==> config.mk <==
export PLATFORM = sky130hd
export DESIGN_NAME = rr_arbiter_4
export DESIGN_NICKNAME = d
export VERILOG_FILES = /design/src/rtl/rr_arbiter_4.sv
export SDC_FILE = /design/constraint.sdc
export NUM_CORES = 1
export LEC_CHECK = 0
export ABC_AREA = 1
export CAP_MARGIN = 0
export CORE_ASPECT_RATIO = 1.25
export CORE_MARGIN = 8
export CORE_UTILIZATION = 59
export DETAILED_ROUTE_END_ITERATION = 10
export GPL_ROUTABILITY_DRIVEN = 0
export HOLD_SLACK_MARGIN = 0.05
export PLACE_DENSITY = 0.87
export SLEW_MARGIN = 10
export SYNTH_ARGS = -nofsm -noshare
export SYNTH_HDL_FRONTEND = slang
export SYNTH_SLANG_ARGS = --single-unit
export TNS_END_PERCENT = 20
==> constraint.sdc <==
create_clock -name clk -period 4.76 [get_ports clk]
set_clock_uncertainty 0.2 [all_clocks]
set_input_delay 0.476 -clock clk [delete_from_list [all_inputs] [get_ports clk]]
set_output_delay 0.476 -clock clk [all_outputs]
set_load 0.005 [all_outputs]
==> src/rtl/rr_arbiter_4.sv <==
`default_nettype none
// ============================================================================
// Module      : rr_arbiter_4
// Description : Four-requester round-robin arbiter with ownership hold and a
//               bounded-tenure preemption counter. The grant is a registered
//               one-hot vector decoded from a registered 2-bit owner index.
// Revision    : 1.0 - initial release
// ============================================================================
module rr_arbiter_4 #(
    parameter int MAX_HOLD = 8,   // max consecutive grant cycles while contended (1..255)
    parameter int CNT_W    = 8    // tenure counter width, 2**CNT_W > MAX_HOLD
) (
    input  logic       clk,
    input  logic       reset_n,
    input  logic [3:0] req,
    output logic [3:0] gnt,
    output logic [1:0] gnt_idx,
    output logic       gnt_valid
);

    localparam logic [CNT_W-1:0] c_cnt_max = CNT_W'(MAX_HOLD - 1);

    typedef enum logic [0:0] {
        S_IDLE  = 1'b0,
        S_GRANT = 1'b1
    } state_t;

    state_t           r_state;
    logic [1:0]       r_last;
    logic [CNT_W-1:0] r_cnt;
    logic [3:0]       r_gnt;
    logic [1:0]       r_gnt_idx;
    logic             r_gnt_valid;

    logic             w_found;
    logic [1:0]       w_winner;
    logic [1:0]       w_scan;
    logic [3:0]       w_others;
    logic             w_own;
    logic             w_tenure_full;

    // Priority search: first requester at or after last+1, wrapping 3 -> 0.
    // Scanning from the far end lets the nearest hit overwrite earlier ones.
    always_comb begin
        w_found  = 1'b0;
        w_winner = r_last + 2'd1;
        w_scan   = 2'd0;
        for (int k = 3; k >= 0; k--) begin
            w_scan = r_last + 2'(k + 1);
            if (req[w_scan]) begin
                w_found  = 1'b1;
                w_winner = w_scan;
            end
        end
    end

    // Owner's own request, competing requests, and tenure limit status.
    always_comb begin
        w_own         = req[r_gnt_idx];
        w_others      = req & ~(4'b0001 << r_gnt_idx);
        w_tenure_full = (r_cnt == c_cnt_max);
    end

    // Arbitration state machine; every output is registered here.
    always_ff @(posedge clk or negedge reset_n) begin
        if (!reset_n) begin
            r_state     <= S_IDLE;
            r_last      <= 2'd3;
            r_cnt       <= '0;
            r_gnt       <= 4'b0000;
            r_gnt_idx   <= 2'd0;
            r_gnt_valid <= 1'b0;
        end else begin
            case (r_state)
                S_IDLE: begin
                    if (w_found) begin
                        r_state     <= S_GRANT;
                        r_gnt       <= 4'b0001 << w_winner;
                        r_gnt_idx   <= w_winner;
                        r_gnt_valid <= 1'b1;
                        r_last      <= w_winner;
                        r_cnt       <= '0;
                    end
                end
                S_GRANT: begin
                    if (!w_own) begin
                        if (w_found) begin
                            // Owner released while others wait: hand over with no bubble.
                            r_gnt     <= 4'b0001 << w_winner;
                            r_gnt_idx <= w_winner;
                            r_last    <= w_winner;
                            r_cnt     <= '0;
                        end else begin
                            // Nobody wants the slot; gnt_idx and last keep the old owner.
                            r_state     <= S_IDLE;
                            r_gnt       <= 4'b0000;
                            r_gnt_valid <= 1'b0;
                        end
                    end else if (w_tenure_full && (|w_others)) begin
                        // Tenure exhausted with a competitor: search starts past the
                        // owner, so the owner is never re-selected here.
                        r_gnt     <= 4'b0001 << w_winner;
                        r_gnt_idx <= w_winner;
                        r_last    <= w_winner;
                        r_cnt     <= '0;
                    end else if (!w_tenure_full) begin
                        r_cnt <= r_cnt + CNT_W'(1);
                    end
                end
                default: begin
                    r_state     <= S_IDLE;
                    r_gnt       <= 4'b0000;
                    r_gnt_valid <= 1'b0;
                end
            endcase
        end
    end

    assign gnt       = r_gnt;
    assign gnt_idx   = r_gnt_idx;
    assign gnt_valid = r_gnt_valid;

endmodule
`default_nettype wire

Word-level counts from Yosys, hierarchy flattened
Cells that the tools add are included.
{ "op_classes": {"n_eq_ne": 6, "reduce_logical": 4, "addsub": 4, "mux": 42, "bitwise_logic": 3, "shift": 2, "n_mul": 0, "magnitude_cmp": 5, "div_mod_pow": 0} }
{ "op_table": {"columns": ["operator", "count"], "rows": [
  ["8-bit two-way mux", 4],
  ["2-bit two-way mux", 9],
  ["4-bit two-way mux", 4],
  ["8-bit one-hot mux with 2 select lines", 1],
  ["2-bit by 3-bit < comparator with 1-bit output (second input constant)", 5],
  ["1-bit two-way mux", 14],
  ["1-bit binary-select mux with 2-bit select", 5],
  ["8-bit by 1-bit adder with 8-bit output (second input constant)", 1],
  ["8-bit by 3-bit equality test with 1-bit output (second input constant)", 1],
  ["2-bit one-hot mux with 2 select lines", 2],
  ["4-bit one-hot mux with 2 select lines", 1],
  ["1-bit by 2-bit left shift with 4-bit output (first input constant)", 2],
  ["2-bit inequality test (second input constant)", 3],
  ["2-bit adder (second input constant)", 2],
  ["4-bit AND", 1],
  ["4-bit by 3-bit inequality test with 1-bit output (second input constant)", 1],
  ["4-bit inverter", 1],
  ["1-bit one-hot mux with 2 select lines", 2],
  ["4-bit OR reduction", 1],
  ["3-bit by 2-bit inequality test with 1-bit output (second input constant)", 1],
  ["3-bit AND reduction", 1],
  ["2-bit by 1-bit adder with 2-bit output (second input constant)", 1],
  ["2-bit AND reduction", 1],
  ["1-bit logical AND", 1],
  ["1-bit inverter", 1]
]} }
{ "word_totals": {"inputBits": 6, "out_inout_bits": 7, "romBits": 0, "ff_bits": 18, "mem_bits_rw": 0, "latchBits": 0, "mem_count": 0, "word_cells": 72} }

Depth between registers and ports, before layout
Gate-level depths: netlist of the first run.
{ "depth": {"depth_word": 10, "depth_mapped": 12, "ltp_nobuf": 11} }

Worst setup path before layout of the first run
Ideal clock, no wire load.
{ "synth_timing": {"path_kind": "reg-to-reg", "start": "register r_last[0]", "end": "register r_gnt[0], in the netlist gnt[0]", "slack_ns": 3.077, "required_ns": 4.443, "arrival_time_ns": 1.365, "stages_incl_launch_ff": 13, "path_cell_list": "dfstp_2 > buf_4 > inv_4 > nand2_1 > nand2_2 > nand2_1 > inv_2 > nor2_4 > nand2_1 > nand2_2 > nand2_1 > nand3_1 > nand2_1"} }
{ "synth_between": {"elab_chain_cells": 10, "elab_cells_between_ends": 27, "classes_between": "3 x add/sub; 1 x eq/ne; 1 x shift; 21 x mux; 1 x reduce/logical"} }
{ "synth_rtl": {"columns": ["element", "line", "rtl"], "rows": [
  ["from (decl)", "29", "logic [1:0] r_last;"],
  ["from (signal assigned)", "81", "r_last <= w_winner;"],
  ["from (signal assigned)", "91", "r_last <= w_winner;"],
  ["from (signal assigned)", "104", "r_last <= w_winner;"],
  ["2-bit adder or 1-bit binary-select mux with 2-bit select (tied branches)", "49, 50", null],
  ["1-bit binary-select mux with 2-bit select or 1-bit two-way mux (tied branches)", "50", "if (req[w_scan]) begin"],
  ["1-bit two-way mux (not written as such) or 2-bit two-way mux (tied branches)", "50", null],
  ["2-bit two-way mux (3 in a row)", "50", null],
  ["1-bit by 2-bit left shift with 4-bit output", "78, 89, 102", null],
  ["4-bit two-way mux, on equally long branches", "87, 99", null],
  ["4-bit two-way mux", "86", "if (!w_own) begin"],
  ["4-bit one-hot mux with 2 select lines", "74", "case (r_state)"],
  ["to (signal assigned)", "78", "r_gnt <= 4'b0001 << w_winner;"],
  ["to (signal assigned)", "89", "r_gnt <= 4'b0001 << w_winner;"],
  ["to (signal assigned)", "102", "r_gnt <= 4'b0001 << w_winner;"],
  ["to (decl)", "31", "logic [3:0] r_gnt;"]
]} }
Several ways; a longest one is shown, not always the timed one. The select of a mux whose other input is x is not followed.
A chain may end at the register's enable or synchronous reset.

Worst setup path after layout of the first run
{ "layout_timing": {"start": "register r_gnt_idx[0], in the netlist gnt_idx[0]", "end": "output port gnt_idx[0]"} }
{ "layout_rtl": {"columns": ["element", "line", "rtl"], "rows": [
  ["from (decl)", "32", "logic [1:0] r_gnt_idx;"],
  ["from (signal assigned)", "79", "r_gnt_idx <= w_winner;"],
  ["from (signal assigned)", "90", "r_gnt_idx <= w_winner;"],
  ["from (signal assigned)", "103", "r_gnt_idx <= w_winner;"],
  ["to (decl)", "17", "output logic [1:0] gnt_idx,"]
]} }
No word-level cell between the ends.

==> results of run 1 <==
==> worst register-to-register path, stage by stage (launching register included) <==
cell and delay, ns:
dfstp_2 0.65, inv_4 0.08, nand2_1 0.06, nand2_1 0.08
nand2_1 0.12, nand2_2 0.08, nor2_4 0.09, nand2_1 0.07
nand2_2 0.08, nand2_1 0.10, nand3_1 0.10, nand2_1 0.06
==> flip-flops by register name, summed over array words and instances, names as in the netlist <==
signal	flops
gnt	4
r_state	1
gnt_idx	2
r_last	2
r_cnt	8
gnt_valid	1
==> Yosys cell counts <==
master | number | area [µm²]
nand2_4 | 1 | 11.26
o21ai_1 | 5 | 25.02
nor3_1 | 1 | 5.000
o21ai_4 | 1 | 16.27
inv_2 | 5 | 18.77
o31ai_1 | 1 | 7.510
maj3_1 | 1 | 10.01
a21oi_1 | 2 | 10.01
inv_1 | 16 | 60.06
buf_4 | 1 | 7.510
nor2_1 | 9 | 33.78
nand2_2 | 6 | 37.54
nand3_2 | 2 | 20.02
o21ai_2 | 1 | 8.760
nand4_1 | 3 | 18.77
dfstp_2 | 2 | 52.55
nand3b_1 | 1 | 7.510
buf_2 | 1 | 5.000
inv_4 | 1 | 6.260
a21boi_4 | 1 | 18.77
o21ai_0 | 5 | 25.02
o22ai_1 | 1 | 6.260
nor2_4 | 4 | 45.04
o22ai_2 | 1 | 12.51
dfrtp_1 | 16 | 400.4
nand2_1 | 67 | 251.5
ha_1 | 1 | 12.51
nand3_1 | 18 | 90.09
==> cell families after synthesis <==
logic type,Yosys count,synth area share
AND/OR/NAND/NOR,112,0.4254
buffers and inverters,24,0.07976
AO/OA/AOI/OAI,18,0.1063
adder cells (fa/ha/maj),2,0.01840
flip-flops,18,0.3701
==> metal layers <==
metal / GRT usage / up-vias / share of wire
met2: 0.2926 / 23 / 0.57
met1: 0.1440 / 521 / 0.38
li1: - / 591 / -
met5: 0 / - / 0
met4: 0.06471 / 0 / 0.015
met3: 0.02471 / 6 / 0.031
==> layout make-up <==
| cell class | count | area share |
|---|---|---|
| Clock buffer | 4 | 0.02606 |
| Inverter | 22 | 0.06110 |
| Multi-Input combinational cell | 132 | 0.4834 |
| Sequential cell | 18 | 0.3252 |
| Tap cell | 20 | 0.01797 |
| Timing Repair Buffer | 12 | 0.08625 |
==> worst paths after layout <==
check	endpoint	cells after the start	slack, ns	start
worst max-delay path	gnt_idx[0]	1	2.73	gnt_idx[0]
worst min-delay path	r_cnt[7]	2	0.29	r_cnt[7]
worst max register to register	gnt[0]	11	2.89	r_last[0]
worst min register to register	r_cnt[7]	2	0.29	r_cnt[7]
max in group asynchronous	gnt_valid	1	3.46	reset_n
min in group asynchronous	r_cnt[7]	1	0.42	reset_n
==> cells in the final DEF (no fill, tap or decap), types with 4 or more instances in the layout <==
master and count:
nor2_1 9, clkdlybuf4s50_1 12, o21ai_0 5, o21ai_1 5, nor2_4 4, inv_1 16
nand2_1 67, nand2_2 6, inv_2 5, nand3_1 18, dfrtp_1 16
==> stage by stage <==
stage | total power [mW] | hold slack, ns | setup slack (ns) | util
after floorplan | 0.6289 | -0.01959 | 3.077 | -
after global placement | 0.7382 | 0.2626 | 2.520 | 0.6922
after detailed placement | 0.7591 | 0.2648 | 2.450 | 0.6922
after CTS | 0.8556 | 0.2902 | 2.720 | 0.7107
after global routing | 0.9385 | 0.3245 | 2.629 | 0.7107
final | 0.8529 | 0.2867 | 2.731 | 0.7107
==> where the power goes <==
part           internal [mW]  total, mW  leakage, nW  switching, mW
combinational          0.192      0.495        0.488          0.304
sequential             0.206      0.261        0.227         0.0550
clock                 0.0467     0.0971       0.0210         0.0504
==> flow_metrics.tcl, run 1 <==
set metrics [dict create \
    p_leak_nw 0.7357 \
    cts.sinks 18 \
    design_area_mm2 0.001393 \
    die_area_mm2 0.003796 \
    clockBufferDepth 2 \
    core_mm2 0.001959 \
    slew_viol_final 0 \
    crit_chain "clkdlybuf4s50_1" \
    slowest_delay_ns 0.56 \
    clock-root-buffer "clkbuf_4" \
    finalSetupViolCount 0 \
    multiInputGateArea_um2 673.1 \
    fin_crit_sh 0.4263 \
    die_y_um 66.92 \
    cp_slowest_cell "clkdlybuf4s50_1" \
    grt_pass1_vias 1091 \
    regArea_um2 452.9 \
    synth_cell_type_count 28 \
    synth.avg_cell_area_um2 7.033 \
    grt_pass1_wl_mm 4.595 \
    relSlewSlack 0.4797 \
    finalHoldViolCount 0 \
    fmax_ghz 0.4928 \
    critPathRequiredTime_ns 4.08 \
    antenna_found_initial 0 \
    run_status "finished, final reports clean" \
    nNetsFinal 196 \
    die_w_um 56.74 \
    cp-start-kind "flip-flop" \
    post_cts_buffers 0 \
    routedWlPerCell_um 12.80 \
    drive_above_1_share 0.1543 \
    ys_ff_latch 18 \
    rsz0062_at_grt "false" \
    ctsHoldBuffers 0 \
    netlist_instances 174 \
    grt.total_usage 0.1473 \
    synthToLayoutAreaGrowth_pct 13.80 \
    vias 1141 \
    via_per_inst 5.486 \
    cts_buffers 3 \
    drcViolationCount 0 \
    ios 13 \
    hold_path.class "flip-flop to flip-flop" \
    diodes 0 \
    tightestPinTransition_ns 0.7780 \
    overflow 0 \
    grt_max_degree 19 \
    fin_cells 208 \
    hpwlAfterDp_mm 2.166 \
    initial_utilization 0.6245 \
    ctsResizeCount 0 \
    syn-num-nets 181 \
    clk_pin_slew_ns 0.11 \
    cp_top_family "buffers and inverters" \
    synth_area_mm2 0.001224 \
    crit_path_max_fanout 8 \
    critical_path_arrival_ns 1.35 \
    power_density_mw_per_mm2 612.4 \
    ir_worst_vdd_mv 0.3979 \
    crit_type "flip-flop to output pin" \
    n_fill_cell 163 \
    placementRows 18 \
    routed_wl_mm 2.662 \
    drt_pass1_iterations 4 \
    ant_nets 0 \
    port_buffers 12 \
    clk_latency_ns 0.30 \
    cts_tree "done" \
    yosysWarnings 0 \
    crit_buf_inv 1 \
    placed_cell_area_mm2 0.001356 \
    fin_crit_ns 2.029 \
    setup.worst_path.end_class "output pin" \
    tns_ns 0 \
    place_inst 204 \
    drt_iter0_drc 25 \
    htree_levels 1 \
    ys_seq_area_frac 0.3701 \
    maxCapViolations 0 \
]
Note: power is estimated with default switching activity, not from simulation.
==> run 2: changes to the inputs <==
--- a/config.mk
+++ b/config.mk
@@ -9,11 +9,11 @@
 export CAP_MARGIN = 0
 export CORE_ASPECT_RATIO = 1.25
 export CORE_MARGIN = 8
-export CORE_UTILIZATION = 59
+export CORE_UTILIZATION = 50
 export DETAILED_ROUTE_END_ITERATION = 10
 export GPL_ROUTABILITY_DRIVEN = 0
 export HOLD_SLACK_MARGIN = 0.05
-export PLACE_DENSITY = 0.87
+export PLACE_DENSITY = 0.79
 export SLEW_MARGIN = 10
 export SYNTH_ARGS = -nofsm -noshare
 export SYNTH_HDL_FRONTEND = slang
==> constraint.sdc (replaced) <==
create_clock -name clk -period 1.8 [get_ports clk]
set_clock_uncertainty 0.2 [all_clocks]
set_input_delay 0.18 -clock clk [delete_from_list [all_inputs] [get_ports clk]]
set_output_delay 0.18 -clock clk [all_outputs]
set_load 0.005 [all_outputs]
==> run 2 against run 1 <==
Non-clock buffer count rose by 11. Critical path depth rose by 10. Combinational power rose to 3.4 times the previous value. Routed wire length increased by 15%. Count of clock-buffer cells in the layout did not move. Hold slack better by 0.012 ns. First-iteration DRC count fell by 12%. Cell area is 12% higher. Largest cell class unchanged. Largest power group unchanged.
==> flow_metrics.tcl, run 2 (same netlist as run 1, synthesis figures left out) <==
set metrics [dict create \
    setup.worst_path.end_class "flip-flop" \
    ir_worst_vdd_mv 1.012 \
    fin_ws_ns 0.008516 \
    final_common_cell "nand2_1" \
    layout_common_cells "nand2_1 (55), nand3_1 (17), nand2_2 (17)" \
    core_mm2 0.002377 \
    clock-root-buffer "clkbuf_4" \
    final_util 0.6547 \
    regMostFlops "r_cnt" \
    crit_type "flip-flop to flip-flop" \
    htree_levels 1 \
    clk_pin_slew_ns 0.10 \
    fin_crit_ns 1.791 \
    tightestPinTransition_ns 0.3915 \
    rsz0062_at_grt "true" \
    nNetsFinal 207 \
    drcViolationCount 0 \
    n_fill_cell 216 \
    drive_above_1_share 0.2714 \
    hpwlAfterDp_mm 2.216 \
    fmax_ghz 0.5582 \
    drt_iter0_drc 22 \
    crit_path_max_fanout 8 \
    cts_buffers 3 \
    clk_latency_ns 0.29 \
    die_y_um 71.31 \
    place_inst 220 \
    ant_nets 0 \
    run_status "finished, final reports clean" \
    finalHoldViolCount 0 \
    hold_path.class "flip-flop to flip-flop" \
    critPathLaunch "r_last[0]" \
    cts.sinks 18 \
    relSlewSlack 0.7382 \
    die_w_um 60.25 \
    grt.total_usage 0.1405 \
    synthToLayoutAreaGrowth_pct 27.20 \
    antenna_found_initial 0 \
    fin_cells 232 \
    crit_path_end "gnt[0]" \
    critPathRequiredTime_ns 1.78 \
    routed_wl_mm 3.074 \
    rrSetupSlack_ns 0.009 \
    ios 13 \
    grt_pass1_vias 1153 \
    port_buffers 12 \
    finalSetupViolCount 0 \
    maxCapViolations 0 \
    initial_utilization 0.5147 \
    grt_max_degree 12 \
    rr_startpoint "r_last[0]" \
    grt_pass1_wl_mm 4.781 \
    drt_pass1_iterations 4 \
    cts_tree "done" \
    fin_crit_sh 0.9953 \
    largest_reg_flops 8 \
    die_area_mm2 0.004296 \
    dp_worst_setup_slack_ns -0.1289 \
    clockBufferDepth 2 \
    p_leak_nw 0.7982 \
    via_per_inst 5.250 \
    vias 1218 \
    whs_ns 0.2989 \
    cp-start-kind "flip-flop" \
    diodes 0 \
    placementRows 20 \
    routedWlPerCell_um 13.25 \
    tns_ns 0 \
    critical_path_arrival_ns 1.77 \
    multiInputGateArea_um2 719.4 \
    worstRegToRegCells 11 \
    rr_endpoint "gnt[0]" \
    regArea_um2 452.9 \
    overflow 0 \
    power_density_mw_per_mm2 1659 \
    slew_viol_final 0 \
]
run 2: worst min path at each step:
stage                    from        end  slack [ns]  depth (start not counted)
finish                 gnt[1]     gnt[1]        0.30                          2
CTS                    gnt[1]     gnt[1]        0.30                          2
global placement     r_cnt[7]   r_cnt[7]        0.26                          2
global route        r_last[1]  r_last[1]        0.32                          2
detailed placement     gnt[1]     gnt[1]        0.27                          2
floorplan             reset_n     gnt[0]       -0.32                          0
run 2: stage by stage:
stage	cell area [µm²]	power [mW]
after global routing	1556	2.805
after CTS	1471	2.350
after global placement	1395	1.951
final	1556	2.582
after detailed placement	1395	2.020
after floorplan	1224	1.663
run 2: critical path: stages, from the launching register on:
cell	delay (ns)
dfstp_2	0.62
inv_4	0.07
nand2_1	0.07
nand2_2	0.08
nand2_2	0.10
nand2_2	0.07
nor2_4	0.10
nand2_2	0.06
nand2_2	0.09
nand2_2	0.07
nand3_1	0.07
nand2_1	0.06
run 2: cell type report:
type | count | share of cell area
sequential | 18 | 0.2910
multi-input combinational | 132 | 0.4622
timing repair buffer | 23 | 0.1423
inverter | 22 | 0.05466
clock buffer | 4 | 0.02331
tap | 33 | 0.02653
run 2: metal layers:
metal / GRT usage / vias up / routed length (µm)
met4: 0.05053 / 0 / 68
met2: 0.2726 / 18 / 1813
met3: 0.01792 / 6 / 46
li1: - / 610 / -
met5: 0 / - / 0
met1: 0.1416 / 584 / 1146
run 2: what timing repair did:
item	CTS	global route
pin swaps	0	7
setup endpoints to repair	4	13
setup buffers	2	5
resized for setup	1	17
endpoints found under the hold margin	5	0
hold buffers	1	0
run 2: power breakdown:
group          total, mW  switching [mW]  internal (mW)
clock              0.246           0.123          0.123
combinational       1.66           0.974          0.684
sequential         0.678           0.135          0.543
total               2.58            1.23           1.35
